## config.mk

```make
export PLATFORM = sky130hd
export DESIGN_NAME = rf_wb_sched_flat
export DESIGN_NICKNAME = d
export VERILOG_FILES = /design/src/rtl/rf_wb_sched_pkg.sv /design/src/rtl/rf_wb_sched_if.sv /design/src/rtl/rf_wb_sched_rr_arbiter.sv /design/src/rtl/rf_wb_sched.sv /design/src/flat_wrapper.sv
export SDC_FILE = /design/constraint.sdc
export NUM_CORES = 1
export LEC_CHECK = 0
export BUFFER_PORTS_ARGS = -buffer_cell sky130_fd_sc_hd__buf_2
export CORE_AREA = 2 2 115 117
export CTS_BUF_LIST = sky130_fd_sc_hd__clkbuf_4
export CTS_CLUSTER_SIZE = 25
export DETAILED_ROUTE_END_ITERATION = 8
export DIE_AREA = 0 0 117 119
export PLACE_DENSITY = 0.66
export REMOVE_ABC_BUFFERS = 1
export SLEW_MARGIN = 30
export SYNTH_ARGS = -nofsm -noshare
export SYNTH_HDL_FRONTEND = slang
export SYNTH_SLANG_ARGS = --single-unit
```

## constraint.sdc

```tcl
create_clock -name clk -period 5.7 [get_ports clk]
set_clock_uncertainty 0.1 [all_clocks]
set_input_delay 0.57 -clock clk [delete_from_list [all_inputs] [get_ports clk]]
set_output_delay 0.57 -clock clk [all_outputs]
set_load 0.005 [all_outputs]
```

## src/rtl/rf_wb_sched_pkg.sv

```systemverilog
// Shared register-file constants and the one-hot select helper used by the
// RV32I write-back scheduler.
package rv32i_rf_pkg;

    localparam int REG_AW = 5;
    localparam int NREG   = 32;

    // x0 is hard-wired to zero, so its select line never fires.
    function automatic logic [NREG-1:0] onehot_sel(input logic [REG_AW-1:0] addr);
        logic [NREG-1:0] sel;
        sel       = '0;
        sel[addr] = 1'b1;
        sel[0]    = 1'b0;
        return sel;
    endfunction

endpackage

```

## src/rtl/rf_wb_sched_if.sv

```systemverilog
// Issue, write-back and register-file signals of the write-back scheduler.
// The master side is the pipeline/register file, the slave side the scheduler.
interface rf_wb_sched_if #(
    parameter int NUM_WB = 3,
    parameter int XLEN   = 32
);
    import rv32i_rf_pkg::*;

    logic                       iss_vld;
    logic                       iss_rd_we;
    logic [REG_AW-1:0]          iss_rd;
    logic [REG_AW-1:0]          iss_rs1;
    logic [REG_AW-1:0]          iss_rs2;
    logic                       iss_stall;

    logic [NUM_WB-1:0]          wb_vld;
    logic [NUM_WB*REG_AW-1:0]   wb_rd;
    logic [NUM_WB*XLEN-1:0]     wb_data;
    logic [NUM_WB-1:0]          wb_rdy;

    logic [NREG-1:0]            reg_sel_rd;
    logic [XLEN-1:0]            reg_rd;
    logic [NREG-1:0]            reg_sel_rs1;
    logic [NREG-1:0]            reg_sel_rs2;
    logic [NREG-1:0]            busy_vec;

    modport master (
        output iss_vld, iss_rd_we, iss_rd, iss_rs1, iss_rs2,
        output wb_vld, wb_rd, wb_data,
        input  iss_stall, wb_rdy,
        input  reg_sel_rd, reg_rd, reg_sel_rs1, reg_sel_rs2, busy_vec
    );

    modport slave (
        input  iss_vld, iss_rd_we, iss_rd, iss_rs1, iss_rs2,
        input  wb_vld, wb_rd, wb_data,
        output iss_stall, wb_rdy,
        output reg_sel_rd, reg_rd, reg_sel_rs1, reg_sel_rs2, busy_vec
    );

endinterface

```

## src/rtl/rf_wb_sched_rr_arbiter.sv

```systemverilog
// Round-robin arbiter: combinational one-hot grant, search starting after the
// last winner; the pointer moves to the winner only when a transfer happens.
module rr_arbiter #(
    parameter int N = 3
) (
    input  logic         clk,
    input  logic         rst_n,
    input  logic [N-1:0] req,
    input  logic         advance,
    output logic [N-1:0] gnt
);

    localparam int PW = (N > 1) ? $clog2(N) : 1;

    logic [PW-1:0] ptr_q;
    logic [PW-1:0] ptr_d;
    logic [PW-1:0] win;

    // NOTE: every output of a combinational block gets a default before any
    // conditional assignment; a path that leaves it unassigned infers a latch.
    always_comb begin
        logic          found;
        logic [PW-1:0] idx;
        gnt   = '0;
        win   = ptr_q;
        found = 1'b0;
        for (int k = 1; k <= N; k++) begin
            idx = PW'((int'(ptr_q) + k) % N);
            if (!found && req[idx]) begin
                found    = 1'b1;
                gnt[idx] = 1'b1;
                win      = idx;
            end
        end
    end

    always_comb begin
        ptr_d = advance ? win : ptr_q;
    end

    // NOTE: state is updated with non-blocking assignments so every flop
    // samples the pre-edge values regardless of block evaluation order.
    always_ff @(posedge clk or negedge rst_n) begin
        if (!rst_n) begin
            ptr_q <= PW'(N - 1);
        end else begin
            ptr_q <= ptr_d;
        end
    end

endmodule

```

## src/rtl/rf_wb_sched.sv

```systemverilog
// RV32I write-back scheduler: shares the register-file write port among
// NUM_WB sources and stalls issue on RAW/WAW hazards via a busy scoreboard.
module rf_wb_sched
    import rv32i_rf_pkg::*;
#(
    parameter int NUM_WB = 3,
    parameter int XLEN   = 32
) (
    input logic          clk,
    input logic          rst_n,
    rf_wb_sched_if.slave bus
);

    logic [NREG-1:0]   busy_q;
    logic [NREG-1:0]   busy_d;
    logic [NUM_WB-1:0] gnt;
    logic              xfer;
    logic              iss_stall;
    logic              iss_acc;
    logic [REG_AW-1:0] wb_rd_g;
    logic [XLEN-1:0]   wb_data_g;

    assign bus.reg_sel_rs1 = onehot_sel(bus.iss_rs1);
    assign bus.reg_sel_rs2 = onehot_sel(bus.iss_rs2);

    // Registered busy only: a write landing this cycle unblocks the next one.
    assign iss_stall = bus.iss_vld & (busy_q[bus.iss_rs1] | busy_q[bus.iss_rs2] |
                                      (bus.iss_rd_we & busy_q[bus.iss_rd]));
    assign iss_acc   = bus.iss_vld & ~iss_stall;
    assign bus.iss_stall = iss_stall;

    rr_arbiter #(.N(NUM_WB)) u_arb (
        .clk     (clk),
        .rst_n   (rst_n),
        .req     (bus.wb_vld),
        .advance (xfer),
        .gnt     (gnt)
    );

    assign bus.wb_rdy = gnt;
    assign xfer       = |(bus.wb_vld & gnt);

    always_comb begin
        wb_rd_g   = '0;
        wb_data_g = '0;
        for (int i = 0; i < NUM_WB; i++) begin
            if (gnt[i]) begin
                wb_rd_g   = bus.wb_rd[i*REG_AW +: REG_AW];
                wb_data_g = bus.wb_data[i*XLEN +: XLEN];
            end
        end
    end

    assign bus.reg_sel_rd = xfer ? onehot_sel(wb_rd_g) : '0;
    assign bus.reg_rd     = xfer ? wb_data_g : '0;

    // Clear before set, so an issue targeting a register that is being
    // written (only possible when it was not busy) leaves it busy.
    always_comb begin
        busy_d = busy_q;
        if (xfer) begin
            busy_d[wb_rd_g] = 1'b0;
        end
        if (iss_acc && bus.iss_rd_we && (bus.iss_rd != '0)) begin
            busy_d[bus.iss_rd] = 1'b1;
        end
        busy_d[0] = 1'b0;
    end

    always_ff @(posedge clk or negedge rst_n) begin
        if (!rst_n) begin
            busy_q <= '0;
        end else begin
            busy_q <= busy_d;
        end
    end

    assign bus.busy_vec = busy_q;

endmodule

```

## src/flat_wrapper.sv

```systemverilog
// flat-port wrapper written by rule: the top's interface ports become plain ports
module rf_wb_sched_flat import rv32i_rf_pkg::*;
#(
    parameter int NUM_WB = 3,
    parameter int XLEN   = 32
)
  (clk, rst_n, bus_iss_vld, bus_iss_rd_we, bus_iss_rd, bus_iss_rs1, bus_iss_rs2, bus_wb_vld, bus_wb_rd, bus_wb_data, bus_iss_stall, bus_wb_rdy, bus_reg_sel_rd, bus_reg_rd, bus_reg_sel_rs1, bus_reg_sel_rs2, bus_busy_vec);
  rf_wb_sched_if #(.NUM_WB(NUM_WB), .XLEN(XLEN)) bus_i ();
  input logic clk;
  input logic rst_n;
  input wire logic [$bits(bus_i.iss_vld)-1:0] bus_iss_vld;
  input wire logic [$bits(bus_i.iss_rd_we)-1:0] bus_iss_rd_we;
  input wire logic [$bits(bus_i.iss_rd)-1:0] bus_iss_rd;
  input wire logic [$bits(bus_i.iss_rs1)-1:0] bus_iss_rs1;
  input wire logic [$bits(bus_i.iss_rs2)-1:0] bus_iss_rs2;
  input wire logic [$bits(bus_i.wb_vld)-1:0] bus_wb_vld;
  input wire logic [$bits(bus_i.wb_rd)-1:0] bus_wb_rd;
  input wire logic [$bits(bus_i.wb_data)-1:0] bus_wb_data;
  output wire logic [$bits(bus_i.iss_stall)-1:0] bus_iss_stall;
  output wire logic [$bits(bus_i.wb_rdy)-1:0] bus_wb_rdy;
  output wire logic [$bits(bus_i.reg_sel_rd)-1:0] bus_reg_sel_rd;
  output wire logic [$bits(bus_i.reg_rd)-1:0] bus_reg_rd;
  output wire logic [$bits(bus_i.reg_sel_rs1)-1:0] bus_reg_sel_rs1;
  output wire logic [$bits(bus_i.reg_sel_rs2)-1:0] bus_reg_sel_rs2;
  output wire logic [$bits(bus_i.busy_vec)-1:0] bus_busy_vec;
  assign bus_i.iss_vld = bus_iss_vld;
  assign bus_i.iss_rd_we = bus_iss_rd_we;
  assign bus_i.iss_rd = bus_iss_rd;
  assign bus_i.iss_rs1 = bus_iss_rs1;
  assign bus_i.iss_rs2 = bus_iss_rs2;
  assign bus_i.wb_vld = bus_wb_vld;
  assign bus_i.wb_rd = bus_wb_rd;
  assign bus_i.wb_data = bus_wb_data;
  assign bus_iss_stall = bus_i.iss_stall;
  assign bus_wb_rdy = bus_i.wb_rdy;
  assign bus_reg_sel_rd = bus_i.reg_sel_rd;
  assign bus_reg_rd = bus_i.reg_rd;
  assign bus_reg_sel_rs1 = bus_i.reg_sel_rs1;
  assign bus_reg_sel_rs2 = bus_i.reg_sel_rs2;
  assign bus_busy_vec = bus_i.busy_vec;
  rf_wb_sched #(.NUM_WB(NUM_WB), .XLEN(XLEN)) u_core (.clk(clk), .rst_n(rst_n), .bus(bus_i));
endmodule
```

==> qor.yml, run 1 <==
status: "complete, no violations"
grt_usage: 0.276
synthMuxAreaShare: 0.129
layout.nets: 945
cts_buffers: 5
synth-simple-area-share: 0.322
synth_top_family_by_area: "simple AND/OR/NAND/NOR gates"
synth_area_um2: 4060
ant_nets: 0
wl_um: 19900
globalplace.congestion: 0.920
power_density_nw_per_um2: 472
seq_area_frac_synth: 0.204
synth_xor_area_frac: 0
synth_adder_area_share: 0.0123
first_pass_iters: 5
criticalPathCategory: "reg -> out"
post_cts_resized: 0
fp.dieH_um: 119
area_growth_pct: 38.8
synth_cell_type_count: 60
endpoint_kind: "output port"
antenna_found_initial: 3
pwr-share-comb: 0.763
chipWidth_um: 117
first_global_vias: 5047
drcViolationCount: 0
reg2reg_to: "u_core.bus.busy_vec[2]$_DFF_PN0_"
setup_viol: 0
final_max_slew_viol_count: 0
ctsLongestPathBuffers: 2
synth-warning-count: 0
cts_max_level: 2
die_area_um2: 13900
synthFlopType: "dfrtp_1"
grt_max_degree: 44
ys_seq_elements: 33
max_freq_ghz: 0.204
synth_edf_count: 0
finalCritPeriodShare: 0.860
worstReg2RegStart: "u_core.u_arb.ptr_q[1]$_DFFE_PN1P_"
initial_core_util: 0.316
intPower_mw: 1.20
drt-wirelength-per-cell_um: 20.1
synth_compound_area_frac: 0.232
synthArstFlopShare: 1.00
startpoint_type: "flip-flop"
pwr-share-clk: 0.070
drive_above_1_share: 0.420
fin_crit_ps: 4900
dr.first_iter.drc_count: 294
clock_latency_ps: 360
dp_hpwl_um: 16300
maxSlewHeadroom: 0.440
hold_buffers: 0
worstPathArrival_ps: 4230
worstPathRequired_ps: 5030
ios: 297
tightestPinTransition_ps: 838
avgSynthCellArea_um2: 7.29
hold_path.class: "in -> async"
grt_remaining_overflow: 0
switching_share: 0.548
r2r_cells: 11
core-area_um2: 12900
synthCells: 557
cts_tree: "yes"
crit_path_max_fanout: 43
clock-sinks: 33
clock-root-buffer: "clkbuf_4"
ir_drop_v: 0.000370
path_clk_slew_ps: 110
placementRows: 42
grt_setup_unrepaired: "no"
reg2reg_slack_ps: 1640
switching_power_mw: 1.46
hold_viol: 0
vias_per_cell: 5.44
via_count: 5371
holdWs_ps: 181
pwr-share-seq: 0.167
grt_pass1_wl_um: 28900
numPortBuffers: 292
max_cap_viol_count: 0
power.leakage_nw: 3.10
tns_ps: 0
postCtsSetupRepairBufs: 0
[cells in the final DEF (no fill, tap or decap), types with 12 or more instances in the layout]
cell type	n
a221oi_1	32
o2bb2ai_1	24
inv_1	41
nand3b_1	14
nand2b_1	12
mux2i_1	21
nor3_1	33
o22ai_1	13
nand3_1	39
nand2_1	22
nor2_1	106
buf_2	292
dfrtp_1	32
[state kept, by name, summed over array words and instances, names as in the netlist]
register and count:
u_core.bus.busy_vec 31, u_core.u_arb.ptr_q 2
[cell families (layout without fill, tap and decap cells)]
kind of cell,after synthesis,after routing
AND/OR/NAND/NOR,268,268
AO/OA/AOI/OAI,114,114
buffers and inverters,97,346
multiplexers,40,40
flip-flops,33,33
adder cells (fa/ha/maj),4,4
other,1,7
[power groups by stage]
stage | sequential, mW | clock (mW) | combinational, mW
global route | 0.456 | 0.199 | 2.24
floorplan | 0.396 | 0 | 1.22
finish | 0.445 | 0.185 | 2.03
detailed placement | 0.448 | 0 | 2.02
global placement | 0.445 | 0 | 2.02
CTS | 0.443 | 0.188 | 2.02
[critical path, stage by stage (launching register included)]
cell and delay, ps:
dfstp_2 570, inv_1 60, ha_1 230, nand2b_1 170
mux2_2 310, o31a_4 510, inv_2 560, nand2_1 110
o211ai_1 170, nor2b_1 720, nand3_1 240, inv_1 110
buf_2 110
[synthesized netlist by cell type (3+ instances only)]
master,number,area (um^2)
a221oi_1,32,280
nand4_1,4,25.0
a21oi_1,8,40.0
nand2_1,22,82.6
nor3_1,33,165
buf_2,10,50.1
and3_1,7,43.8
mux2i_1,21,210
nand3_1,39,195
buf_1,4,15.0
o211ai_1,4,30.0
ha_1,4,50.1
nor2_1,107,402
mux2_2,10,113
buf_4,6,45.0
o21ai_0,9,45.0
o2bb2ai_1,24,210
inv_1,41,154
mux4_2,9,203
nand3b_1,14,105
clkbuf_1,33,124
or3_1,3,18.8
nand2b_1,12,75.1
o22ai_1,13,81.3
nor2b_1,10,62.6
dfrtp_1,32,801
and2_1,3,18.8
nor3b_1,4,30.0
[worst max-delay path by stage]
stage                                            from  slack (ps)  depth (start not counted)                  to
finish              u_core.u_arb.ptr_q[1]$_DFFE_PN1P_         800                         12   bus_reg_sel_rd[2]
global route        u_core.u_arb.ptr_q[0]$_DFFE_PN0P_         510                         12  bus_reg_sel_rd[15]
CTS                 u_core.u_arb.ptr_q[0]$_DFFE_PN0P_         880                         11  bus_reg_sel_rd[31]
detailed placement  u_core.u_arb.ptr_q[0]$_DFFE_PN0P_        1280                         11  bus_reg_sel_rd[31]
global placement    u_core.u_arb.ptr_q[0]$_DFFE_PN0P_        1320                         11  bus_reg_sel_rd[27]
floorplan           u_core.u_arb.ptr_q[1]$_DFFE_PN1P_         730                          8       bus_reg_rd[0]
[per-layer routing]
| metal | part of all wire | track usage | up-vias |
|---|---|---|---|
| met5 | 0 | 0 | - |
| met4 | 0.049 | 0.142 | 0 |
| met3 | 0.077 | 0.0494 | 52 |
| met2 | 0.52 | 0.509 | 308 |
| met1 | 0.36 | 0.294 | 2485 |
| li1 | - | - | 2526 |
[per-stage QoR]
| step | instance area, um^2 | util | total power, mW | std cells | worst slack [ps] |
|---|---|---|---|---|---|
| after floorplan | 3830 | - | 1.62 | 506 | 730 |
| after global placement | 5550 | 0.431 | 2.47 | 977 | 1320 |
| after CTS | 5630 | 0.437 | 2.65 | 985 | 878 |
| after detailed placement | 5550 | 0.431 | 2.47 | 977 | 1280 |
| after global routing | 5640 | 0.438 | 2.90 | 988 | 509 |
| final | 5640 | 0.438 | 2.66 | 988 | 798 |
[area by class of cell]
class | instances | area [um^2]
inverters | 43 | 161
well taps | 176 | 220
fillers | 1368 | 7240
multi-input cells | 430 | 2860
diodes | 3 | 7.51
clock buffers | 6 | 45.0
clock inverters | 2 | 33.8
flip-flops and latches | 33 | 827
repair buffers | 295 | 1480
No activity file was read; power rests on OpenSTA's default activity.
==> run 2: changes to the inputs <==
PLACE_DENSITY = 0.68   (was 0.66)
clock period = 4.05 ns   (was 5.7 ns; I/O delays follow)
==> run 2 against run 1 <==
Cell count grew 1.0%. Largest power group unchanged. Via count grew 0.45%. Sequential cell count is the same. Sequential power grew 43%. Clock power grew 32%.
==> qor.yml, run 2 (synthesis gave the netlist of run 1 again) <==
pwr-share-seq: 0.162  # was 0.167
grt_remaining_overflow: 0  # unchanged
fin_ws_ps: 214  # was 798 ps
criticalPathCategory: "reg -> out"  # unchanged
startpoint_type: "flip-flop"  # unchanged
first_pass_iters: 5  # unchanged
clock-root-buffer: "clkbuf_4"  # unchanged
initial_core_util: 0.316  # unchanged
cpMaxStageDelayCell: "dfstp_2"  # was nor2b_1
post-place-ws_ps: 271  # was 1280 ps
drt-wirelength-per-cell_um: 19.1  # was 20.1 um
finalPower_mw: 3.92  # was 2.66 mW
maxSlewHeadroom: 0.500  # was 0.440
cpMostUsedCell: "inv_1"  # unchanged
numPortBuffers: 292  # unchanged
cts_buffers: 5  # unchanged
r2r_cells: 12  # was 11
layout.nets: 956  # was 945
core-area_um2: 12900  # unchanged
cpPeakStageDelay_ps: 570  # was 720 ps
max_freq_ghz: 0.261
first_global_vias: 5035  # was 5,047
fin_crit_ps: 3840
dp_hpwl_um: 15500  # was 16,300 um
clock-sinks: 33  # unchanged
ir_drop_v: 0.000443  # was 0.000370 V
tns_ps: 0  # unchanged
holdWs_ps: 28.8  # was 181 ps
final_max_slew_viol_count: 0  # unchanged
reg2reg_slack_ps: 850  # was 1640 ps
clock_latency_ps: 330  # was 360 ps
die_area_um2: 13900  # unchanged
ctsLongestPathBuffers: 2  # unchanged
crit_path_max_fanout: 15  # was 43
hold_path.class: "in -> async"  # unchanged
power.leakage_nw: 3.16  # was 3.10 nW
chipWidth_um: 117  # unchanged
critPathBufInv: 5  # was 4
placementRows: 42  # unchanged
path_cells: "inv_1 -> ha_1 -> nand2b_1 -> mux2_2 -> o31a_4 -> inv_6 -> nand2_1 -> o211ai_1 -> nor2b_2 -> buf_4 -> nand3_1 -> inv_1 -> buf_2"  # was inv_1 -> ha_1 -> nand2b_1 -> mux2_2 -> o31a_4 -> inv_2 -> nand2_1 -> o211ai_1 -> nor2b_1 -> nand3_1 -> inv_1 -> buf_2
via_count: 5395  # was 5,371
endpoint_kind: "output port"  # unchanged
path_clk_slew_ps: 100  # was 110 ps
area_growth_pct: 41.9  # was 38.8%
max_cap_viol_count: 0  # unchanged
ios: 297  # unchanged
switching_share: 0.527  # was 0.548
grt_usage: 0.261  # was 0.276
critPathTopFamily: "simple AND/OR/NAND/NOR gates"  # unchanged
cts_max_level: 2  # unchanged
antenna_found_initial: 2  # was 3
grt_pass1_wl_um: 27800  # was 28,900 um
worstPathArrival_ps: 3330  # was 4230 ps
ant_nets: 0  # unchanged
hold_buffers: 0  # unchanged
pwr-share-clk: 0.063  # was 0.070
layout_common_cells: "292 x buf_2, 105 x nor2_1, 41 x inv_1"  # was 292 x buf_2, 106 x nor2_1, 41 x inv_1
place_area_um2: 5600  # was 5550 um^2
setup_viol: 0  # unchanged
status: "complete, no violations"  # unchanged
worstPathRequired_ps: 3540  # was 5030 ps
cts_tree: "yes"  # unchanged
vias_per_cell: 5.41  # was 5.44
power_density_nw_per_um2: 681  # was 472 nW/um^2
worstReg2RegStart: "u_core.u_arb.ptr_q[1]$_DFFE_PN1P_"  # unchanged
largest_reg_flops: 31  # unchanged
fp.dieH_um: 119  # unchanged
intPower_mw: 1.86  # was 1.20 mW
wl_um: 19000  # was 19,900 um
pwr-share-comb: 0.775  # was 0.763
grt_setup_unrepaired: "no"  # unchanged
tightestPinTransition_ps: 751  # was 838 ps
hold_viol: 0  # unchanged
reg2reg_to: "u_core.bus.busy_vec[9]$_DFF_PN0_"  # was u_core.bus.busy_vec[2]$_DFF_PN0_
grt_max_degree: 36  # was 44
globalplace.congestion: 0.869  # was 0.920
drcViolationCount: 0  # unchanged
finalCritPeriodShare: 0.947
final_common_cell: "buf_2"  # unchanged
fin_area_um2: 5760  # was 5640 um^2
switching_power_mw: 2.07  # was 1.46 mW
drive_above_1_share: 0.435  # was 0.420
dr.first_iter.drc_count: 481  # was 294
[run 2: how the worst max path moves through the flow]
stage                                                 start                  to  slack (ps)  depth (start not counted)
final                     u_core.u_arb.ptr_q[1]$_DFFE_PN1P_   bus_reg_sel_rd[9]         210                         13
after global routing      u_core.u_arb.ptr_q[1]$_DFFE_PN1P_  bus_reg_sel_rd[15]           5                         12
after CTS                 u_core.u_arb.ptr_q[1]$_DFFE_PN1P_  bus_reg_sel_rd[27]          40                         11
after detailed placement  u_core.u_arb.ptr_q[1]$_DFFE_PN1P_  bus_reg_sel_rd[16]         270                         12
after global placement    u_core.u_arb.ptr_q[1]$_DFFE_PN1P_  bus_reg_sel_rd[16]         340                         12
after floorplan           u_core.u_arb.ptr_q[1]$_DFFE_PN1P_       bus_reg_rd[0]        -760                          8
[run 2: per-layer routing]
layer,vias up,share of wire,wire length [um],GRT usage
met4,0,0.029,548,0.0941
li1,2541,-,-,-
met3,31,0.069,1310,0.0295
met5,-,0,0,0
met1,2523,0.38,7270,0.296
met2,300,0.52,9900,0.492
[run 2: timing repair]
item | CTS | global route
setup buffers | 0 | 4
pin swaps | 0 | 2
endpoints found under the hold margin | 0 | 0
gates resized for setup | 4 | 10
endpoints found under the setup margin | 15 | 33
[run 2: through the flow]
step,cells,util
after floorplan,506,-
after global placement,984,0.435
after detailed placement,984,0.435
after CTS,992,0.442
after global routing,998,0.448
final,998,0.448
[run 2: final cells by class]
cell class	instances	area, um^2
antenna	2	5.00
clock buffer	6	45.0
clock inverter	2	33.8
fill	1343	7110
inverter	43	166
multi-input combinational	430	2880
sequential	33	827
tap	176	220
timing repair buffer	306	1580
[run 2: power groups by stage]
stage	logic [mW]	registers [mW]	clock network [mW]
final	3.04	0.637	0.245
after CTS	2.93	0.632	0.251
after floorplan	1.72	0.557	0
after global placement	2.90	0.634	0
after global routing	3.34	0.651	0.267
after detailed placement	2.90	0.639	0
==> run 3: changes to the inputs <==
CORE_AREA = unset   (was 2 2 115 117)
CORE_MARGIN = 8   (was unset)
CORE_UTILIZATION = 37   (was unset)
DIE_AREA = unset   (was 0 0 117 119)
GPL_TIMING_DRIVEN = 0   (was unset)
PLACE_DENSITY = 0.77   (was 0.68)
==> run 3 against run 2 <==
Worst setup slack worse by 130 ps. Worst hold slack got worse by 3.4 ps. Cell count down 1.6%. Clock power fell by 20%. Critical path depth increased by 1. Cell area grew 3.6%. Global-route usage is 0.53 points higher. Sequential power decreased by 3.5%. First-iteration DRC count up 0.21%. Fmax fell by 3.2%. Die area increased by 4.8%.
==> qor.yml, run 3 (synthesis gave the netlist of run 1 again) <==
numPortBuffers: 292  # unchanged
max_cap_viol_count: 0  # unchanged
criticalPathCategory: "reg -> out"  # unchanged
placementRows: 38  # was 42
vias_per_cell: 5.73  # was 5.41
crit_path_max_fanout: 25  # was 15
endpoint_kind: "output port"  # unchanged
hold_viol: 0  # unchanged
chipWidth_um: 121  # was 117 um
clock-sinks: 33  # unchanged
die_area_um2: 14600  # was 13,900 um^2
wl_um: 21300  # was 19,000 um
startpoint_type: "flip-flop"  # unchanged
largest_reg_flops: 31  # unchanged
cts_max_level: 2  # unchanged
tightestPinTransition_ps: 743  # was 751 ps
finalCritPeriodShare: 0.978  # was 0.947
cpMaxStageDelayCell: "dfstp_2"  # unchanged
dp_hpwl_um: 16800  # was 15,500 um
status: "complete, no violations"  # unchanged
path_cells: "inv_1 -> ha_2 -> mux2i_2 -> o21ai_0 -> a21oi_4 -> buf_16 -> nand3b_1 -> o211ai_1 -> buf_4 -> nor2b_4 -> buf_12 -> nand3_1 -> inv_1 -> buf_2"  # was inv_1 -> ha_1 -> nand2b_1 -> mux2_2 -> o31a_4 -> inv_6 -> nand2_1 -> o211ai_1 -> nor2b_2 -> buf_4 -> nand3_1 -> inv_1 -> buf_2
layout.nets: 969  # was 956
fillers: 1060  # was 1,343
drt-wirelength-per-cell_um: 21.7  # was 19.1 um
finalPower_mw: 4.43  # was 3.92 mW
fin_crit_ps: 3960  # was 3840 ps
cpPeakStageDelay_ps: 600  # was 570 ps
via_count: 5631  # was 5,395
clock_latency_ps: 340  # was 330 ps
finalCoreUtilization: 0.553  # was 0.448
core-area_um2: 10800  # was 12,900 um^2
globalplace.congestion: 0.868  # was 0.869
first_pass_iters: 5  # unchanged
ctsLongestPathBuffers: 2  # unchanged
grt_pass1_wl_um: 30600  # was 27,800 um
setup_viol: 0  # unchanged
final_common_cell: "buf_2"  # unchanged
cts_buffers: 5  # unchanged
worstPathRequired_ps: 3540  # about the same
power.leakage_nw: 3.24  # was 3.16 nW
grt_max_degree: 40  # was 36
layout_common_cells: "292 x buf_2, 104 x nor2_1, 41 x inv_1"  # was 292 x buf_2, 105 x nor2_1, 41 x inv_1
initial_core_util: 0.376  # was 0.316
clock-root-buffer: "clkbuf_4"  # unchanged
path_clk_slew_ps: 100  # about the same
dr.first_iter.drc_count: 482  # was 481
drive_above_1_share: 0.451  # was 0.435
fp.dieH_um: 121  # was 119 um
antenna_found_initial: 9  # was 2
drcViolationCount: 0  # unchanged
first_global_vias: 5364  # was 5,035
cts_tree: "yes"  # unchanged
hold_path.class: "in -> async"  # unchanged
maxSlewHeadroom: 0.505  # was 0.500
area_growth_pct: 46.9  # was 41.9%
grt_remaining_overflow: 0  # unchanged
max_freq_ghz: 0.252  # was 0.261 GHz
hold_buffers: 0  # unchanged
ir_drop_v: 0.000594  # was 0.000443 V
final_max_slew_viol_count: 0  # unchanged
cpMostUsedCell: "inv_1"  # unchanged
ios: 297  # unchanged
worstPathArrival_ps: 3460  # was 3330 ps
grt_usage: 0.266  # was 0.261
ant_nets: 0  # unchanged
power_density_nw_per_um2: 742  # was 681 nW/um^2
[run 3: cell types whose count changed in the layout (fill, tap and decap cells not counted), moves of 2 or more]
cell	previous run	this run
buf_12	1	3
o31a_2	0	3
nor2b_2	2	0
clkbuf_4	6	8
buf_16	0	2
diode_2	2	9
nor2b_4	2	5
buf_4	12	15
[run 3: power breakdown]
group | internal [mW] | switching [mW]
logic | 1.62 | 1.99
registers | 0.440 | 0.175
clock network | 0.0892 | 0.108
total | 2.15 | 2.28
[run 3: routing by layer]
layer  GRT usage  up-vias  part of all wire
met5           0        -                 0
met3      0.0685       48              0.10
met2       0.490      357              0.52
li1            -     2591                 -
met4       0.141        0             0.034
met1       0.271     2635              0.35
[run 3: path summary, 6_finish.rpt]
| path | to | from | slack, ps | depth (start not counted) |
|---|---|---|---|---|
| setup / recovery | bus_reg_sel_rd[11] | u_core.u_arb.ptr_q[1]$_DFFE_PN1P_ | 90 | 14 |
| hold / removal | u_core.bus.busy_vec[3]$_DFF_PN0_ | rst_n | 30 | 1 |
| setup reg to reg | u_core.bus.busy_vec[11]$_DFF_PN0_ | u_core.u_arb.ptr_q[1]$_DFFE_PN1P_ | 750 | 13 |
| hold reg to reg | u_core.u_arb.ptr_q[1]$_DFFE_PN1P_ | u_core.u_arb.ptr_q[1]$_DFFE_PN1P_ | 450 | 2 |
| max in group asynchronous | u_core.bus.busy_vec[8]$_DFF_PN0_ | rst_n | 3350 | 1 |
| min in group clk | u_core.bus.busy_vec[13]$_DFF_PN0_ | bus_iss_rd[3] | 420 | 3 |
[run 3: layout make-up]
cell class / count / area [um^2] / share of cell area
Antenna cell: 9 / 22.5 / 0.00377
Clock buffer: 8 / 60.1 / 0.0101
Inverter: 43 / 174 / 0.0291
Multi-Input combinational cell: 433 / 2980 / 0.498
Sequential cell: 33 / 827 / 0.139
Tap cell: 140 / 175 / 0.0293
Timing Repair Buffer: 315 / 1730 / 0.289
Timing Repair inverter: 1 / 8.76 / 0.00147
[run 3: critical path, delay by kind of cell, from the launching register on]
kind / cells / cell delay (ps)
fa+ha+maj: 1 / 230
flops: 1 / 600
simple gates: 3 / 410
compound gates: 3 / 730
buf+inv: 6 / 850
mux: 1 / 280
[run 3: timing repair]
item	in CTS	in global routing
cloned	3	1
endpoints found under the setup margin	69	48
setup buffers	4	14
pin swaps	4	7
gates resized for setup	12	14
[run 3: per-stage QoR]
step / setup WS [ps] / area [um^2] / hold slack [ps] / cells / setup TNS, ps
final: 89.2 / 5970 / 25.4 / 982 / 0
after floorplan: -755 / 3830 / 9.41 / 506 / -42000
after global placement: -2980 / 5470 / 392 / 938 / -211360
after detailed placement: -298 / 5580 / 399 / 943 / -5800
after CTS: -7.15 / 5740 / 32.5 / 958 / -7.15
after global routing: -56.8 / 5970 / 71.6 / 982 / -247
